--- config.mk ---
export PLATFORM = sky130hd
export DESIGN_NAME = light_zone_controller_flat
export DESIGN_NICKNAME = d
export VERILOG_FILES = /design/src/rtl/light_zone_controller_if.sv /design/src/rtl/light_zone_controller.sv /design/src/flat_wrapper.sv
export SDC_FILE = /design/constraint.sdc
export NUM_CORES = 1
export LEC_CHECK = 0
export BUFFER_PORTS_ARGS = -buffer_cell sky130_fd_sc_hd__buf_2
export CELL_PAD_IN_SITES_DETAIL_PLACEMENT = 0
export CELL_PAD_IN_SITES_GLOBAL_PLACEMENT = 2
export CORE_MARGIN = 3
export CORE_UTILIZATION = 35
export CTS_CLUSTER_SIZE = 30
export DETAILED_ROUTE_END_ITERATION = 10
export PLACE_DENSITY = 0.86
export SYNTH_ARGS = -nofsm -noshare
export SYNTH_HDL_FRONTEND = slang
export SYNTH_SLANG_ARGS = --single-unit
--- constraint.sdc ---
create_clock -name Clock -period 2.25 [get_ports Clock]
set_clock_uncertainty 0.15 [all_clocks]
set_input_delay 0.675 -clock Clock [delete_from_list [all_inputs] [get_ports Clock]]
set_output_delay 0.675 -clock Clock [all_outputs]
set_load 0.01 [all_outputs]
--- src/rtl/light_zone_controller_if.sv ---
// Sensor/lamp bundle for the multi-zone light controller.
// Force_On/Force_Off exist only when LIGHT_ZONE_OVERRIDE_EN is defined.
interface light_zone_controller_if #(
    parameter int N_ZONES = 4
);
    localparam int CW = $clog2(N_ZONES + 1);

    logic               Dark;
    logic [N_ZONES-1:0] Presence;
`ifdef LIGHT_ZONE_OVERRIDE_EN
    logic [N_ZONES-1:0] Force_On;
    logic [N_ZONES-1:0] Force_Off;
`endif
    logic [N_ZONES-1:0] Light;
    logic               Any_On;
    logic [CW-1:0]      Active_Count;
    logic               Tick;

    modport master (
        output Dark,
        output Presence,
`ifdef LIGHT_ZONE_OVERRIDE_EN
        output Force_On,
        output Force_Off,
`endif
        input  Light,
        input  Any_On,
        input  Active_Count,
        input  Tick
    );

    modport slave (
        input  Dark,
        input  Presence,
`ifdef LIGHT_ZONE_OVERRIDE_EN
        input  Force_On,
        input  Force_Off,
`endif
        output Light,
        output Any_On,
        output Active_Count,
        output Tick
    );
endinterface

--- src/rtl/light_zone_controller.sv ---
// N-zone OFF/ON/HOLD light controller with shared prescaler and Dark input.
// Optional per-zone overrides enabled by LIGHT_ZONE_OVERRIDE_EN.
module light_zone_controller #(
    parameter int N_ZONES    = 4,
    parameter int TICK_DIV   = 50000000,
    parameter int HOLD_TICKS = 30
) (
    input  logic Clock,
    input  logic Reset,
    light_zone_controller_if.slave bus
);
    localparam int PW = $clog2(TICK_DIV);
    localparam int TW = $clog2(HOLD_TICKS + 1);
    localparam int CW = $clog2(N_ZONES + 1);

    typedef enum logic [1:0] {
        OFF  = 2'b00,
        ON   = 2'b01,
        HOLD = 2'b10
    } state_t;

    logic [PW-1:0]      pre;
    logic               tick;
    state_t             st  [N_ZONES];
    logic [TW-1:0]      tmr [N_ZONES];
    logic [N_ZONES-1:0] light;
    logic [CW-1:0]      cnt;

    always_ff @(posedge Clock) begin
        if (Reset) begin
            pre  <= '0;
            tick <= 1'b0;
            for (int i = 0; i < N_ZONES; i++) begin
                st[i]  <= OFF;
                tmr[i] <= '0;
            end
        end else begin
            tick <= (pre == PW'(TICK_DIV - 1));
            pre  <= (pre == PW'(TICK_DIV - 1)) ? '0 : pre + 1'b1;
            for (int i = 0; i < N_ZONES; i++) begin
`ifdef LIGHT_ZONE_OVERRIDE_EN
                if (bus.Force_Off[i])
                    st[i] <= OFF;
                else if (bus.Force_On[i])
                    st[i] <= ON;
                else
`endif
                begin
                    unique case (st[i])
                        OFF: begin
                            if (bus.Dark && bus.Presence[i])
                                st[i] <= ON;
                        end
                        ON: begin
                            if (!bus.Dark) begin
                                st[i] <= OFF;
                            end else if (!bus.Presence[i]) begin
                                st[i]  <= HOLD;
                                tmr[i] <= TW'(HOLD_TICKS);
                            end
                        end
                        HOLD: begin
                            // timer==1 is tested before decrement, so it never wraps
                            if (!bus.Dark)
                                st[i] <= OFF;
                            else if (bus.Presence[i])
                                st[i] <= ON;
                            else if (tick && tmr[i] == TW'(1))
                                st[i] <= OFF;
                            else if (tick)
                                tmr[i] <= tmr[i] - 1'b1;
                        end
                        default: st[i] <= OFF;
                    endcase
                end
            end
        end
    end

    always_comb begin
        light = '0;
        cnt   = '0;
        for (int i = 0; i < N_ZONES; i++) begin
            light[i] = (st[i] != OFF);
            cnt      = cnt + CW'(light[i]);
        end
    end

    assign bus.Light        = light;
    assign bus.Any_On       = |light;
    assign bus.Active_Count = cnt;
    assign bus.Tick         = tick;
endmodule

--- src/flat_wrapper.sv ---
// flat-port wrapper written by rule: the top's interface ports become plain ports
module light_zone_controller_flat 
#(
    parameter int N_ZONES    = 4,
    parameter int TICK_DIV   = 50000000,
    parameter int HOLD_TICKS = 30
)
  (Clock, Reset, bus_Dark, bus_Presence, bus_Light, bus_Any_On, bus_Active_Count, bus_Tick);
  light_zone_controller_if #(.N_ZONES(N_ZONES)) bus_i ();
  input  logic Clock;
  input  logic Reset;
  input wire logic [$bits(bus_i.Dark)-1:0] bus_Dark;
  input wire logic [$bits(bus_i.Presence)-1:0] bus_Presence;
  output wire logic [$bits(bus_i.Light)-1:0] bus_Light;
  output wire logic [$bits(bus_i.Any_On)-1:0] bus_Any_On;
  output wire logic [$bits(bus_i.Active_Count)-1:0] bus_Active_Count;
  output wire logic [$bits(bus_i.Tick)-1:0] bus_Tick;
  assign bus_i.Dark = bus_Dark;
  assign bus_i.Presence = bus_Presence;
  assign bus_Light = bus_i.Light;
  assign bus_Any_On = bus_i.Any_On;
  assign bus_Active_Count = bus_i.Active_Count;
  assign bus_Tick = bus_i.Tick;
  light_zone_controller #(.N_ZONES(N_ZONES), .TICK_DIV(TICK_DIV), .HOLD_TICKS(HOLD_TICKS)) u_core (.Clock(Clock), .Reset(Reset), .bus(bus_i));
endmodule
# After elaboration in Yosys (flattened, before gate mapping)
# Memory sizes are Yosys's and may differ from the RTL's.
# Index checks and enable logic that the tools add are counted.
[word_totals] mem_count=2 ramBits=28 register_bits=27 word_cells=263 in_bits=7 output_inout_bits=9
[mem_list] name="u_core.tmr" depth=4 word_bits=5 read_ports=4 rd_ports_with_merged_regs=0 wr=4 line_no="light_zone_controller.sv:25" text="logic [TW-1:0] tmr [N_ZONES];"
[mem_list] name="u_core.st" depth=4 word_bits=2 read_ports=4 rd_ports_with_merged_regs=0 wr=4 line_no="light_zone_controller.sv:24" text="state_t st [N_ZONES];"
[classes] bitwise_logic=36 n_eq_ne=13 n_mux=180 n_addsub=8 reduce_logical=22
[op_table] cell="$mux W1" count=144
[op_table] cell="$mux W2" count=28
[op_table] cell="$mux W5" count=8
[op_table] cell="$or A1 B1 Y1" count=36
[op_table] cell="$add A26 B1 Y26 const B" count=1
[op_table] cell="$eq A26 B26 Y1 const B" count=1
[op_table] cell="$eq A5 B1 Y1 const B" count=4
[op_table] cell="$sub A5 B1 Y5 const B" count=4
[op_table] cell="$reduce_or A3 Y1" count=4
[op_table] cell="$eq A2 B1 Y1 const B" count=4
[op_table] cell="$eq A2 B2 Y1 const B" count=4
[op_table] cell="$logic_and A1 B1 Y1" count=8
[op_table] cell="$logic_not A2 Y1" count=4
[op_table] cell="$reduce_bool A2 Y1" count=4
[op_table] cell="$add A3 B1 Y3" count=2
[op_table] cell="$reduce_or A4 Y1" count=1
[op_table] cell="$add A1 B1 Y2" count=1
[op_table] cell="$reduce_or A2 Y1" count=1

# Logic depth before layout (Yosys ltp)
[logic_depth] ltp_word=12 mapped_depth=7 mapped_depth_nobuf=6

# Worst setup path before layout
# Ideal clock, no wire load.
[synth_timing] path_kind="register to output" startpoint="memory u_core.st[0][4] in the netlist's numbering" endpoint="output bus_Active_Count[1]" slack_ps=-114 path_stages_with_launch=4 t_required_ps=1425 arrival_time_ps=1539 n_path_buf=0 cell_sequence="edfxtp_1 > or2_2 > fa_1 > ha_1"
[synth_rtl] item="from (decl)" line_no="light_zone_controller.sv:24"
[synth_rtl] item="to (decl)" line_no="flat_wrapper.sv:16" text="output wire logic [$bits(bus_i.Active_Count)-1:0] bus_Active_Count;"

==> flow_summary.yaml <==
status:
  status: "finished, violations left"
  violations: "setup timing"
drt:
  vias: 2333
  drt_first_pass_iters: 4
  ant_nets: 0
  wl_per_cell_um: 12.8
  drt_wl_total_um: 5780
  drc: 0
  viasPerCell: 5.15
  drtIter0Drc: 76
timing:
  hold_viol_final: 0
  setup_ws_ps: -437
  rsz0062_at_grt: "yes"
  slew_viol_final: 0
  worst_pin_slew_ps: 373
  setup_viol: 3
  relSlewSlack: 0.748
  min_period_ps: 2690
  finalSetupTns_ps: -1120
  max_freq_ghz: 0.372
  fin_crit_sh: 1.19
  holdWs_ps: 327
cells_and_area:
  insertedDiodeCount: 0
  final_core_util: 0.440
  layout.nets: 371
  num-fill-cells: 778
  stdcell_area_um2: 3490
  area_delta_synth_final_pct: 19.1
  drive_gt1_frac: 0.197
synthesis:
  yosysUniqueCellTypes: 43
  synth-edff-count: 28
  synth.cells.most_frequent: "nor2_1 (30), a21oi_1 (29), edfxtp_1 (28)"
  synth.top_cells.by_area: "edfxtp_1 (29%), dfxtp_1 (18%), ha_1 (5.1%)"
  async_flop_share: 0
  postSynthAreaPerCell_um2: 9.61
  ys_ff_latch: 55
  synth_area_um2: 2930
  yosysWarnings: 0
  yosys.area.top_type: "edfxtp_1"
  synth_nets: 325
  synth_top_area_frac: 0.287
  syn_inst: 305
  synth.most_common_cell: "nor2_1"
  ys_seq_area_frac: 0.471
  ys.flop_type: "edfxtp_1"
cts:
  clock_sinks: 55
  cts_tree: "done"
  cts-htree-levels: 2
  clock_latency_ps: 300
  clockRootBuffer: "clkbuf_8"
  numCtsBuffers: 5
  ctsLongestPathBuffers: 2
  cts_hold_buf: 0
  path_clk_slew_ps: 100
hold_path:
  min_from: "u_core.pre[0]"
  hold_class: "flip-flop to flip-flop"
power:
  p_leak_uw: 0.00132
  pwr_density_cell_nw_per_um2: 604
  vdd_drop_max_uv: 268
  total_power_uw: 2110
place:
  placed_area_um2: 3340
  hpwlAfterDp_um: 4230
  gp_congestion: 0.776
  port_buffers: 15
setup_path:
  slowest_stage: "edfxtp_1"
  setup.worst_path.start: "u_core.st[0][1]"
  worstSetupStartpointType: "flip-flop"
  cpPeakStageDelay_ps: 410
  crit_arrival_ps: 1860
  path_max_fanout: 2
  path_class: "flip-flop to primary output"
  crit_chain: "nor2_2 -> ha_1 -> fa_2 -> ha_4 -> buf_6"
  endpoint_kind: "primary output"
  r2r_start: "u_core.pre[0]"
  cp.required_ps: 1420
job:
  drv_cap: 0
global_routing:
  antenna_found_initial: 0
  grt_pass1_wl_um: 10100
  grt_max_degree: 26
  grt_use_total: 0.127
  grt_pass1_vias: 2251
  grt.overflow.total: 0
die:
  die_w_um: 97.5
  io_pins: 16
  start_util: 0.370
  placementRows: 32
  die_area_um2: 9510
  core_um2: 7930
  die_h_um: 97.5
-- state kept, by name, summed over array words and instances, names as in the netlist --
signal and flops:
u_core.tmr 20, u_core.bus.Tick 1, u_core.st 8, u_core.pre 26
-- layout by cell type, fill, tap and decap left out, types with 2 or more instances in the layout --
master and instances:
and4_1 2, nor2_2 3, nor3b_1 7, nor2b_1 4
a22oi_1 2, xnor2_1 11, and2_1 6, clkbuf_8 5
nand2_1 19, o211ai_1 2, edfxtp_1 28, nand4_1 9
and3_1 4, o21ai_0 20, a21oi_1 29, nor3_1 7
or3_2 3, o31ai_1 2, dfxtp_1 27, nand3_1 11
nand2b_1 3, inv_1 14, xor2_1 12, or2_4 2
buf_6 4, nor2_1 27, nor4b_1 6, ha_1 11
buf_4 29, nand3b_1 2, or3_1 8, buf_2 12
nor4_1 4
-- critical path, delay by kind of cell, from the launching register on --
| kind | cells | cell delay [ps] |
|---|---|---|
| and+or+nand+nor | 1 | 150 |
| adders and majority gates | 3 | 900 |
| buffers and inverters | 1 | 90 |
| DFF | 1 | 410 |
-- worst paths after layout --
check / end / slack [ps] / depth (start not counted)
setup / recovery: bus_Active_Count[1] / -440 / 5
hold reg to reg: u_core.pre[0] / 330 / 1
setup reg to reg: u_core.pre[14] / 260 / 5
hold / removal: u_core.pre[0] / 330 / 1
-- repair_timing --
item,4_1_cts,5_1_grt
endpoints found under the setup margin,4,4
cloned,0,0
setup buffers,2,1
pin swaps,0,4
resized for setup,3,2
-- layer usage --
| metal | up-vias | part of all wire | track usage |
|---|---|---|---|
| li1 | 1197 | - | - |
| met1 | 1108 | 0.48 | 0.164 |
| met2 | 22 | 0.48 | 0.217 |
| met3 | 6 | 0.028 | 0.0266 |
| met4 | 0 | 0.011 | 0.0319 |
| met5 | - | 0 | 0 |
-- final cells by class --
type                            count  area (um2)  area share
Clock buffer                        6        72.6      0.0208
Clock inverter                      1        30.0     0.00860
Inverter                           14        52.6      0.0150
Multi-Input combinational cell    229        1490       0.425
Sequential cell                    55        1380       0.396
Tap cell                          102         128      0.0365
Timing Repair Buffer               46         343      0.0982
-- where the power goes --
part / internal [uW] / total [uW] / switching (uW)
Combinational: 187 / 356 / 169
Sequential: 1090 / 1120 / 27.6
Clock: 327 / 631 / 304
-- cells by family (layout without fill, tap and decap cells) --
logic type / after synthesis / in the layout / synth area share
buf+inv: 21 / 67 / 0.0316
xor+xnor: 23 / 23 / 0.0687
fa+ha+maj: 13 / 13 / 0.0580
flops: 55 / 55 / 0.471
simple gates: 133 / 133 / 0.253
compound gates: 60 / 60 / 0.117
-- per-stage QoR --
stage | worst slack [ps] | instances
final | -437 | 453
after CTS | -445 | 452
after global routing | -497 | 453
after detailed placement | -113 | 443
after floorplan | -24.0 | 305
after global placement | -86.7 | 443
No activity file was read; power rests on OpenSTA's default activity.
